===== src/rtl/regfile_wsel_scoreboard.sv =====
// Register-file write-select decoder with a per-register pending-write scoreboard.
// Flags RAW hazards on two read ports and WAW on issue; same-cycle writeback resolves RAW.
module regfile_wsel_scoreboard #(
    parameter int unsigned ADDR_W   = 5,
    parameter bit          ZERO_REG = 1'b1
) (
    input  logic                     clock,
    input  logic                     reset,
    input  logic                     ctrl_writeEnable,
    input  logic [ADDR_W-1:0]        ctrl_writeReg,
    input  logic                     issue_valid,
    input  logic [ADDR_W-1:0]        issue_reg,
    input  logic [ADDR_W-1:0]        ctrl_readRegA,
    input  logic [ADDR_W-1:0]        ctrl_readRegB,
    output logic [(1<<ADDR_W)-1:0]   wsel,
    output logic [(1<<ADDR_W)-1:0]   busy,
    output logic                     hazard_A,
    output logic                     hazard_B,
    output logic                     waw,
    output logic [ADDR_W:0]          pending_cnt
);

    localparam int unsigned NREG = 1 << ADDR_W;

    typedef logic [ADDR_W:0] cnt_t;

    logic [NREG-1:0] wsel_d, wsel_q;
    logic [NREG-1:0] busy_d, busy_q;
    cnt_t            cnt_d, cnt_q;

    logic wb_is_zero, issue_is_zero, ra_is_zero, rb_is_zero;
    logic wb_hits_a, wb_hits_b, wb_hits_issue;

    always_comb begin
        wb_is_zero    = ZERO_REG && (ctrl_writeReg == '0);
        issue_is_zero = ZERO_REG && (issue_reg == '0);
        ra_is_zero    = ZERO_REG && (ctrl_readRegA == '0);
        rb_is_zero    = ZERO_REG && (ctrl_readRegB == '0);
        wb_hits_a     = ctrl_writeEnable && (ctrl_writeReg == ctrl_readRegA);
        wb_hits_b     = ctrl_writeEnable && (ctrl_writeReg == ctrl_readRegB);
        wb_hits_issue = ctrl_writeEnable && (ctrl_writeReg == issue_reg);
    end

    always_comb begin
        wsel_d = '0;
        busy_d = busy_q;
        if (ctrl_writeEnable && !wb_is_zero) begin
            wsel_d[ctrl_writeReg] = 1'b1;
            busy_d[ctrl_writeReg] = 1'b0;
        end
        // Issue is applied after the clear so a same-register issue keeps the bit set.
        if (issue_valid && !issue_is_zero) begin
            busy_d[issue_reg] = 1'b1;
        end
        if (ZERO_REG) begin
            busy_d[0] = 1'b0;
        end
        cnt_d = '0;
        for (int i = 0; i < NREG; i++) begin
            cnt_d = cnt_d + cnt_t'(busy_d[i]);
        end
    end

    always_ff @(posedge clock or posedge reset) begin
        if (reset) begin
            wsel_q <= '0;
            busy_q <= '0;
            cnt_q  <= '0;
        end else begin
            wsel_q <= wsel_d;
            busy_q <= busy_d;
            cnt_q  <= cnt_d;
        end
    end

    always_comb begin
        hazard_A = busy_q[ctrl_readRegA] && !wb_hits_a && !ra_is_zero;
        hazard_B = busy_q[ctrl_readRegB] && !wb_hits_b && !rb_is_zero;
        waw      = issue_valid && busy_q[issue_reg] && !wb_hits_issue && !issue_is_zero;
    end

    assign wsel        = wsel_q;
    assign busy        = busy_q;
    assign pending_cnt = cnt_q;

endmodule


===== config.mk =====
export PLATFORM = sky130hd
export DESIGN_NAME = regfile_wsel_scoreboard
export DESIGN_NICKNAME = d
export VERILOG_FILES = /design/src/rtl/regfile_wsel_scoreboard.sv
export SDC_FILE = /design/constraint.sdc
export NUM_CORES = 1
export LEC_CHECK = 0
export CAP_MARGIN = 20
export CORE_MARGIN = 1
export CORE_UTILIZATION = 55
export CTS_CLUSTER_SIZE = 12
export DETAILED_ROUTE_END_ITERATION = 8
export GPL_ROUTABILITY_DRIVEN = 0
export HOLD_SLACK_MARGIN = 0.1
export PLACE_DENSITY = 0.89
export SLEW_MARGIN = 15
export SYNTH_ARGS = -nofsm -noshare
export SYNTH_HDL_FRONTEND = slang
export SYNTH_SLANG_ARGS = --single-unit

===== constraint.sdc =====
create_clock -name clock -period 13.14 [get_ports clock]
set_input_delay 1.314 -clock clock [delete_from_list [all_inputs] [get_ports clock]]
set_output_delay 1.314 -clock clock [all_outputs]
set_load 0.005 [all_outputs]

==> flow_metrics.tcl <==
set metrics [dict create \
    fin_tns_setup_ns 0 \
    min_path_type "flip-flop to flip-flop" \
    relSlewSlack_pct 31.9 \
    cts_root_buffer "clkbuf_8" \
    cts_buffer_depth 2 \
    drt.antenna.violating_nets 0 \
    start_kind "input port" \
    synth_edf_count 0 \
    layout-drive-gt1-share_pct 8.30 \
    use_met3_pct 10.0 \
    leakage_nw 2.66 \
    setup_viol 0 \
    pwr-share-seq_pct 18.1 \
    final_cell_mix "clkdlybuf4s50_1 (95), dfrtp_1 (69), inv_1 (55)" \
    die_area_mm2 0.00842 \
    synth_area_mm2 0.00443 \
    grtUsageMet2_pct 52.0 \
    clock_sinks 69 \
    fin_ws_ns 5.46 \
    placeableCoreArea_mm2 0.00777 \
    finalHoldViolCount 0 \
    cts_tree "done" \
    grt_pass1_vias 3834 \
    fmax_ghz 0.130 \
    worstPathRequired_ns 13.42 \
    grtUsageTotal_pct 32.6 \
    wl_per_cell_um 21.2 \
    final_common_cell "clkdlybuf4s50_1" \
    die_w_um 91.8 \
    synth-async-reset-ratio_pct 100 \
    clock_latency_ns 0.36 \
    totalPowerFinal_mw 1.74 \
    cts_resized 0 \
    start_util_pct 57.1 \
    diodes 0 \
    syn2layout_area_growth_pct 27.5 \
    synth_top_area_share_pct 39.0 \
    fin_worst_skew_ns 0.00841 \
    status "finished clean" \
    ys_types 49 \
    fill_cells 529 \
    synth_seq_area_share_pct 39.0 \
    synthFlopType "dfrtp_1" \
    rows 32 \
    synth_seq_cells 69 \
    use_met1_pct 40.5 \
    synth_area_leaders "dfrtp_1 (39%), fa_1 (10%), mux4_2 (7.1%), inv_1 (4.7%), a22o_1 (4.2%)" \
    io_buffers 95 \
    combPwrFrac_pct 69.5 \
    cts_buffers 9 \
    finalNetCount 556 \
    grt_remaining_overflow 0 \
    place_ws_ns 5.29 \
    detail_route.iter0.violations 516 \
    firstDrtPassIters 6 \
    drcViolationCount 0 \
    syn_inst 417 \
    critPathMaxFanout 16 \
    critPathKind "input port to flip-flop" \
    max-vdd-ir-drop_uv 396 \
    htree_levels 3 \
    die_h_um 91.8 \
    ys_warn_count 0 \
    grt_max_degree 70 \
    multi_input_area_mm2 0.00237 \
    busiest_layer "met2" \
    worst_pin_slew_ns 1.02 \
    antenna_found_initial 0 \
    maxCapViolations 0 \
    clkPwrFrac_pct 12.4 \
    p_per_area_mw_per_mm2 308 \
    syn_avg_cell_area_um2 10.6 \
    clkSlewWorstSetupHoldPaths_ns 0.08 \
    internal_power_mw 0.964 \
    min_period_ns 7.68 \
    vias 3844 \
    yosysTopAreaCell "dfrtp_1" \
    endpoint_kind "flip-flop" \
    hpwlAfterDp_um 9280 \
    post_cts_buffers 0 \
    grt_pass1_wl_um 20400 \
    period_share_pct 58.5 \
    arrival_ns 7.96 \
    viasPerCell 6.32 \
    hold_buffers 0 \
    totalWireLength_um 12900 \
    power_switching_mw 0.777 \
    slew_viol_final 0 \
    pin_count 97 \
    seq_area_mm2 0.00173 \
    netSwitchingFraction_pct 44.6 \
    rsz0062_at_grt "false" \
]
cell families (layout without fill, tap and decap cells):
kind of cell	count (synthesis)	in the layout	synth area share, %
xor+xnor	17	17	3.36
fa+ha+maj	30	30	12.4
simple gates	117	117	13.0
compound gates	74	74	12.2
flops	69	69	39.0
mux	29	29	12.4
other cells	1	2	0.0846
buf+inv	80	168	7.57
sequential cells by signal (all words and copies together), names as in the netlist:
| name | count |
|---|---|
| busy | 31 |
| wsel | 32 |
| pending_cnt | 6 |
final timing paths:
check,depth (start not counted),slack [ns],to,from
worst max-delay path,20,5.46,pending_cnt[4],issue_reg[1]
worst min-delay path,1,0.65,busy[9],busy[9]
worst max register to register,18,7.81,pending_cnt[4],busy[22]
worst min register to register,1,0.65,busy[9],busy[9]
max in group asynchronous,3,11.05,wsel[4],reset
min in group asynchronous,3,1.52,wsel[18],reset
Yosys cell counts, types with 5 or more instances:
cell type / instances
inv_1: 56
nand2_1: 44
buf_2: 13
mux2i_1: 7
o21ai_0: 15
nand2b_1: 12
a22oi_1: 17
dfrtp_1: 69
mux4_1: 5
a22o_1: 21
ha_1: 7
clkbuf_1: 6
nor3_1: 7
mux4_2: 14
nor2_1: 22
fa_1: 23
xor2_1: 13
o22ai_1: 5
metal layers:
layer,up-vias,share of wire [%]
met5,-,0
met4,0,4.8
met3,79,13
met2,352,47
met1,1813,34
li1,1600,-
power groups by stage:
stage | combinational (mW) | clock, mW | sequential [mW]
4_1_cts | 1.23 | 0.217 | 0.312
6_report | 1.21 | 0.215 | 0.316
5_1_grt | 1.43 | 0.226 | 0.318
3_3_place_gp | 1.10 | 0 | 0.313
3_5_place_dp | 1.18 | 0 | 0.315
2_1_floorplan | 0.878 | 0 | 0.303
area by class of cell:
type / instances / share of cell area [%]
Multi-Input combinational cell: 269 / 42.0
Sequential cell: 69 / 30.6
Timing Repair Buffer: 97 / 17.1
Inverter: 56 / 3.72
Clock buffer: 10 / 2.44
Tap cell: 102 / 2.26
Clock inverter: 5 / 1.90
stage by stage:
stage          instances  utilization (%)  hold WS (ns)  cell area [um2]
6_report             608             72.7         0.649             5650
3_3_place_gp         593             69.6         0.602             5400
4_1_cts              608             72.7         0.626             5650
3_5_place_dp         593             69.6         0.609             5400
5_1_grt              608             72.7         0.656             5650
2_1_floorplan        418                -         0.553             4440
critical path, cell delays in order:
cell and delay (ns):
clkdlybuf4s50_1 0.95, nor2b_1 0.89, inv_1 0.07, o21ai_0 0.32, fa_1 0.48, inv_1 0.11
fa_1 0.44, fa_1 0.57, inv_1 0.07, fa_1 0.49, inv_1 0.07, fa_1 0.50
fa_1 0.55, fa_1 0.24, inv_1 0.08, fa_1 0.40, nand2_1 0.08, nand2_1 0.05
a21oi_1 0.16, xnor2_1 0.13
Note: power is estimated with default switching activity, not from simulation.
